$ cat src/rtl/rupt_scheduler.sv
// rupt_scheduler
//   Interrupt-priority scheduler for the AGC interrupt chain. Latches rising edges on the ten
//   program-interrupt request lines, offers the highest-priority pending vector to the sequence
//   generator at an instruction boundary, tracks interrupt-in-progress and raises a latched
//   RUPT LOCK alarm when a single rupt service runs too long.
//
// Ports
//   CLOCK     in   system clock, rising edge
//   rst_      in   asynchronous active-low reset
//   RPTIN     in   [9:0] request lines, index = priority (0 highest)
//   GOJAM     in   synchronous restart, overrides every other input
//   INHINT    in   rupts inhibited (level)
//   OVFL      in   accumulator overflow, blocks grant
//   INSTBND   in   instruction-boundary strobe
//   RUPTACK   in   vector accepted by the sequence generator
//   RESUME    in   RESUME executed, ends service
//   ALMRST    in   clears a latched RUPTLOCK
//   RUPTREQ   out  vector offered
//   RUPTADR   out  [11:0] vector address, zero whenever RUPTREQ is low
//   IIP       out  interrupt in progress
//   PEND      out  [9:0] pending-request latches
//   RUPTLOCK  out  rupt-lock alarm, latched
module rupt_scheduler #(
    parameter int unsigned LOCK_LIMIT = 1024
) (
    input  logic        CLOCK,
    input  logic        rst_,
    input  logic [9:0]  RPTIN,
    input  logic        GOJAM,
    input  logic        INHINT,
    input  logic        OVFL,
    input  logic        INSTBND,
    input  logic        RUPTACK,
    input  logic        RESUME,
    input  logic        ALMRST,
    output logic        RUPTREQ,
    output logic [11:0] RUPTADR,
    output logic        IIP,
    output logic [9:0]  PEND,
    output logic        RUPTLOCK
);

    localparam logic [1:0] StIdle    = 2'd0;
    localparam logic [1:0] StOffer   = 2'd1;
    localparam logic [1:0] StService = 2'd2;

    localparam logic [15:0] CntMax = 16'(LOCK_LIMIT - 1);

    logic [1:0]  state_q, state_d;
    logic [9:0]  samp_q, samp_d;     // RPTIN registered once
    logic [9:0]  prev_q, prev_d;     // previous sample, for 0->1 detection
    logic [9:0]  pend_q, pend_d;
    logic [3:0]  sel_q, sel_d;       // index frozen for the whole offer
    logic        req_q, req_d;
    logic [11:0] adr_q, adr_d;
    logic [15:0] cnt_q, cnt_d;
    logic        lock_q, lock_d;

    logic [9:0]  rise;
    logic [9:0]  clr;
    logic [3:0]  sel_n;
    logic        grant;

    always_comb begin
        rise = samp_q & ~prev_q;

        // Lowest set bit wins: scan from the top so lower indices overwrite.
        sel_n = 4'd0;
        for (int i = 9; i >= 0; i--) begin
            if (pend_q[i]) sel_n = 4'(i);
        end

        grant = INSTBND & ~INHINT & ~OVFL & (|pend_q);

        state_d = state_q;
        sel_d   = sel_q;
        req_d   = req_q;
        adr_d   = adr_q;
        clr     = 10'd0;

        case (state_q)
            StIdle: begin
                if (grant) begin
                    state_d = StOffer;
                    sel_d   = sel_n;
                    req_d   = 1'b1;
                    adr_d   = 12'o4000 + {6'd0, sel_n + 4'd1, 2'b00};
                end
            end
            StOffer: begin
                // Ack takes precedence over a same-cycle INHINT.
                if (RUPTACK) begin
                    state_d = StService;
                    clr     = 10'd1 << sel_q;
                    req_d   = 1'b0;
                    adr_d   = 12'd0;
                end else if (INHINT) begin
                    state_d = StIdle;
                    req_d   = 1'b0;
                    adr_d   = 12'd0;
                end
            end
            StService: begin
                if (RESUME) state_d = StIdle;
            end
            default: begin
                state_d = StIdle;
                req_d   = 1'b0;
                adr_d   = 12'd0;
            end
        endcase

        // A new edge on the bit being acknowledged survives the clear.
        pend_d = (pend_q & ~clr) | rise;
        samp_d = RPTIN;
        prev_d = samp_q;

        if (state_d == StService) begin
            if (state_q != StService)  cnt_d = 16'd0;
            else if (cnt_q < CntMax)   cnt_d = cnt_q + 16'd1;
            else                       cnt_d = cnt_q;
        end else begin
            cnt_d = 16'd0;
        end

        // Set on the edge the counter reaches the limit, so the alarm shows in cycle LOCK_LIMIT.
        lock_d = (lock_q & ~ALMRST) | ((state_d == StService) && (cnt_d == CntMax));

        if (GOJAM) begin
            state_d = StIdle;
            sel_d   = 4'd0;
            req_d   = 1'b0;
            adr_d   = 12'd0;
            pend_d  = 10'd0;
            // Lines high during restart count as already seen.
            samp_d  = RPTIN;
            prev_d  = RPTIN;
            cnt_d   = 16'd0;
            lock_d  = 1'b0;
        end
    end

    always_ff @(posedge CLOCK or negedge rst_) begin
        if (!rst_) begin
            state_q <= StIdle;
            samp_q  <= 10'd0;
            prev_q  <= 10'd0;
            pend_q  <= 10'd0;
            sel_q   <= 4'd0;
            req_q   <= 1'b0;
            adr_q   <= 12'd0;
            cnt_q   <= 16'd0;
            lock_q  <= 1'b0;
        end else begin
            state_q <= state_d;
            samp_q  <= samp_d;
            prev_q  <= prev_d;
            pend_q  <= pend_d;
            sel_q   <= sel_d;
            req_q   <= req_d;
            adr_q   <= adr_d;
            cnt_q   <= cnt_d;
            lock_q  <= lock_d;
        end
    end

    assign RUPTREQ  = req_q;
    assign RUPTADR  = adr_q;
    assign IIP      = (state_q == StService);
    assign PEND     = pend_q;
    assign RUPTLOCK = lock_q;

endmodule

$ cat config.mk
export PLATFORM = sky130hd
export DESIGN_NAME = rupt_scheduler
export DESIGN_NICKNAME = d
export VERILOG_FILES = /design/src/rtl/rupt_scheduler.sv
export SDC_FILE = /design/constraint.sdc
export NUM_CORES = 1
export LEC_CHECK = 0
export ABC_AREA = 0
export CAP_MARGIN = 20
export CORE_MARGIN = 1
export CORE_UTILIZATION = 28
export CTS_BUF_LIST = sky130_fd_sc_hd__clkbuf_8
export CTS_CLUSTER_SIZE = 30
export DETAILED_ROUTE_END_ITERATION = 7
export HOLD_SLACK_MARGIN = 0.08
export PLACE_DENSITY_LB_ADDON = 0.08
export SETUP_SLACK_MARGIN = 0.05
export SYNTH_ARGS = -nofsm -noshare
export SYNTH_HDL_FRONTEND = slang
export SYNTH_SLANG_ARGS = --single-unit
$ cat constraint.sdc
create_clock -name CLOCK -period 2.6 [get_ports CLOCK]
set_input_delay 0.39 -clock CLOCK [delete_from_list [all_inputs] [get_ports CLOCK]]
set_output_delay 0.39 -clock CLOCK [all_outputs]
set_load 0.05 [all_outputs]
==> out/qor.txt <==
register area share after synthesis: 53.4%
synthesized area per cell: 10.9 sq um
final hold viol count: 0
die area: 10100 sq um
Yosys warnings: 0
vias per cell: 4.52
grt ovf: 0
Worst Hold Class: reg2reg
Post-CTS Resized: 0
CTS tree: built
Top Usage Layer GRT: met1
max-slew violations: 0
Main synth FF type: dfrtp_1
final wirelength: 5850 um
Die H: 101 um
DR WL/cell: 13.8 um
residual DRC count: 0
Peak VDD IR: 0.257 mV
f_max: 0.426 GHz
Sink Count: 58
Worst Path Required: 2.21 ns
arrival time at the worst endpoint: 1.96 ns
Leakage Power: 0.00142 uW
Multi-input gate area: 1140 sq um
Clock Path Buffers: 2
Max-slew headroom: 59.5%
Antenna Cells: 0
internal power: 1510 uW
setup violators final: 0
Detail Route Antenna Nets: 0
hpwl dp: 4080 um
Critical Path Sink Type: output port
latest clock arrival within the worst-skew pair: 0.34 ns
Hold-fix buffers, CTS: 1
Yosys reg bits: 58
GRT met1 Usage: 19.2%
Max Cap Viol: 0
Seq. cell area: 1450 sq um
Tcrit/Tclk final: 90.4%
filler cell count: 973
GRT met3 Usage: 4.99%
outcome: complete, no violations
Net Sw Power: 578 uW
switching fraction of total power: 27.6%
M2 GR Usage: 18.0%
Worst Tran Pin Value: 0.601 ns
# rows: 35
TritonRoute pass-1 iters: 4
Tmin final: 2.35 ns
Syn Inst Count: 250
Root Buffer: clkbuf_8
Setup TNS: 0 ns
antenna violations before repair: 0
CTS H-Tree Depth: 3
starting density of the core: 29.1%
Distinct cells, synth: 55
cts bufs inserted: 9
pwr dens: 617 nW/um^2
CP startpoint kind: flip-flop
Port Buffer Count: 36
Die W: 101 um
clock share of power: 40.6%
share of flip-flops with an asynchronous set or reset: 100%
final net count: 310
largest net degree at the start of global routing: 59
final core occ: 36.3%
global-route wire length before repair: 10100 um
Final GP Congestion: 0.752
Comb power frac: 13.1%
RSZ-0062 raised after global routing: no
Seq pwr share: 46.3%
Clock Skew: 0.00913 ns
worst-path maximum fanout: 5
I/O pin cnt: 44
Mapped Area: 2720 sq um
Vias: 1913
EDFF count, synth: 0
DRT iter0 DRCs: 80
CTS clk-pin slew, worst paths: 0.07 ns
Core ar.: 9330 sq um
synthesis-to-finish area growth: 24.5%
Global Route Usage Sum: 13.4%
vias in the first global route: 1930
layout cells sized above 1: 15.0%
Setup Buffers After CTS: 0
kind of critical path: reg2out
cells in the mapped netlist, types with 3 or more instances:
| master | n | area share (%) |
|---|---|---|
| nand4_1 | 5 | 1.2 |
| buf_4 | 9 | 2.5 |
| inv_1 | 5 | 0.69 |
| nor2_1 | 16 | 2.2 |
| nand3_1 | 5 | 0.92 |
| o31ai_1 | 4 | 1.1 |
| mux2_2 | 10 | 4.1 |
| nor3_1 | 8 | 1.5 |
| nand2_1 | 12 | 1.7 |
| o21ai_0 | 10 | 1.8 |
| and2_1 | 5 | 1.2 |
| dfrtp_1 | 58 | 53 |
| mux2i_1 | 4 | 1.5 |
| a21oi_1 | 19 | 3.5 |
| nor4_1 | 3 | 0.69 |
| nand2b_1 | 15 | 3.5 |
| xor2_1 | 6 | 1.9 |
| a22o_1 | 3 | 0.97 |
| clkbuf_1 | 3 | 0.41 |
stage by stage:
step                      hold slack, ns  std cells  setup slack (ns)  total power [uW]  cell area, sq um
after CTS                          0.488        423             0.228              2130              3380
after floorplan                   0.0944        256             0.615              1150              2740
after detailed placement           0.428        406             0.446              1260              3170
after global routing               0.477        423             0.136              2200              3380
after global placement             0.426        406             0.452              1260              3170
final                              0.483        423             0.250              2090              3380
worst paths after layout:
kind,start,end,slack [ns],depth (start not counted)
max,state_q[0],IIP,0.25,3
min,cnt_q[15],cnt_q[15],0.48,1
max reg2reg,cnt_q[13],RUPTLOCK,0.51,6
min reg2reg,cnt_q[15],cnt_q[15],0.48,1
max in group asynchronous,rst_,PEND[6],1.76,3
min in group asynchronous,rst_,cnt_q[0],0.58,3
flip-flops by register name, indices dropped and copies added (netlist names):
register  count
sel_q         4
PEND         10
state_q       2
RUPTLOCK      1
prev_q       10
samp_q       10
RUPTADR       5
cnt_q        16
final cells by class:
| type | count | area share (%) |
|---|---|---|
| Multi-Input combinational cell | 174 | 33.7 |
| Sequential cell | 58 | 42.9 |
| Tap cell | 129 | 4.77 |
| Clock inverter | 6 | 1.96 |
| Inverter | 5 | 0.555 |
| Timing Repair Buffer | 41 | 12.1 |
| Clock buffer | 10 | 4.07 |
kinds of logic (layout without fill, tap and decap cells):
| kind of cell | Yosys count | in the layout | synth area share (%) |
|---|---|---|---|
| buf+inv | 24 | 62 | 5.48 |
| other cells | 1 | 7 | 0.138 |
| xor+xnor | 9 | 9 | 3.18 |
| mux | 14 | 14 | 5.61 |
| compound gates | 47 | 47 | 10.5 |
| flops | 58 | 58 | 53.4 |
| fa+ha+maj | 2 | 2 | 0.920 |
| simple gates | 95 | 95 | 20.8 |
cells in the final DEF (no fill, tap or decap), types with 6 or more instances in the layout:
| cell type | Yosys | layout |
|---|---|---|
| a21oi_1 | 19 | 19 |
| clkbuf_8 | 0 | 10 |
| clkdlybuf4s50_1 | 0 | 35 |
| conb_1 | 1 | 7 |
| dfrtp_1 | 58 | 58 |
| mux2_2 | 10 | 10 |
| nand2_1 | 12 | 12 |
| nand2b_1 | 15 | 15 |
| nor2_1 | 16 | 16 |
| nor3_1 | 8 | 8 |
| o21ai_0 | 10 | 10 |
| xor2_1 | 6 | 6 |
worst max-delay path, cell delays in order, from the launching register on:
cell	delay [ns]
dfrtp_1	0.41
nand2b_1	0.24
inv_1	0.15
clkdlybuf4s50_1	0.82
power groups by stage:
stage	Combinational, uW	Sequential [uW]	Clock [uW]
floorplan	122	1030	0
global placement	277	986	0
detailed placement	276	985	0
CTS	279	968	881
global route	299	974	931
finish	274	968	848
metal layers:
metal	vias to the layer above	wire length, um
met2	41	2490
met1	920	3030
met3	9	226
met4	0	97
li1	943	-
met5	-	0
No activity file was read; power rests on OpenSTA's default activity.
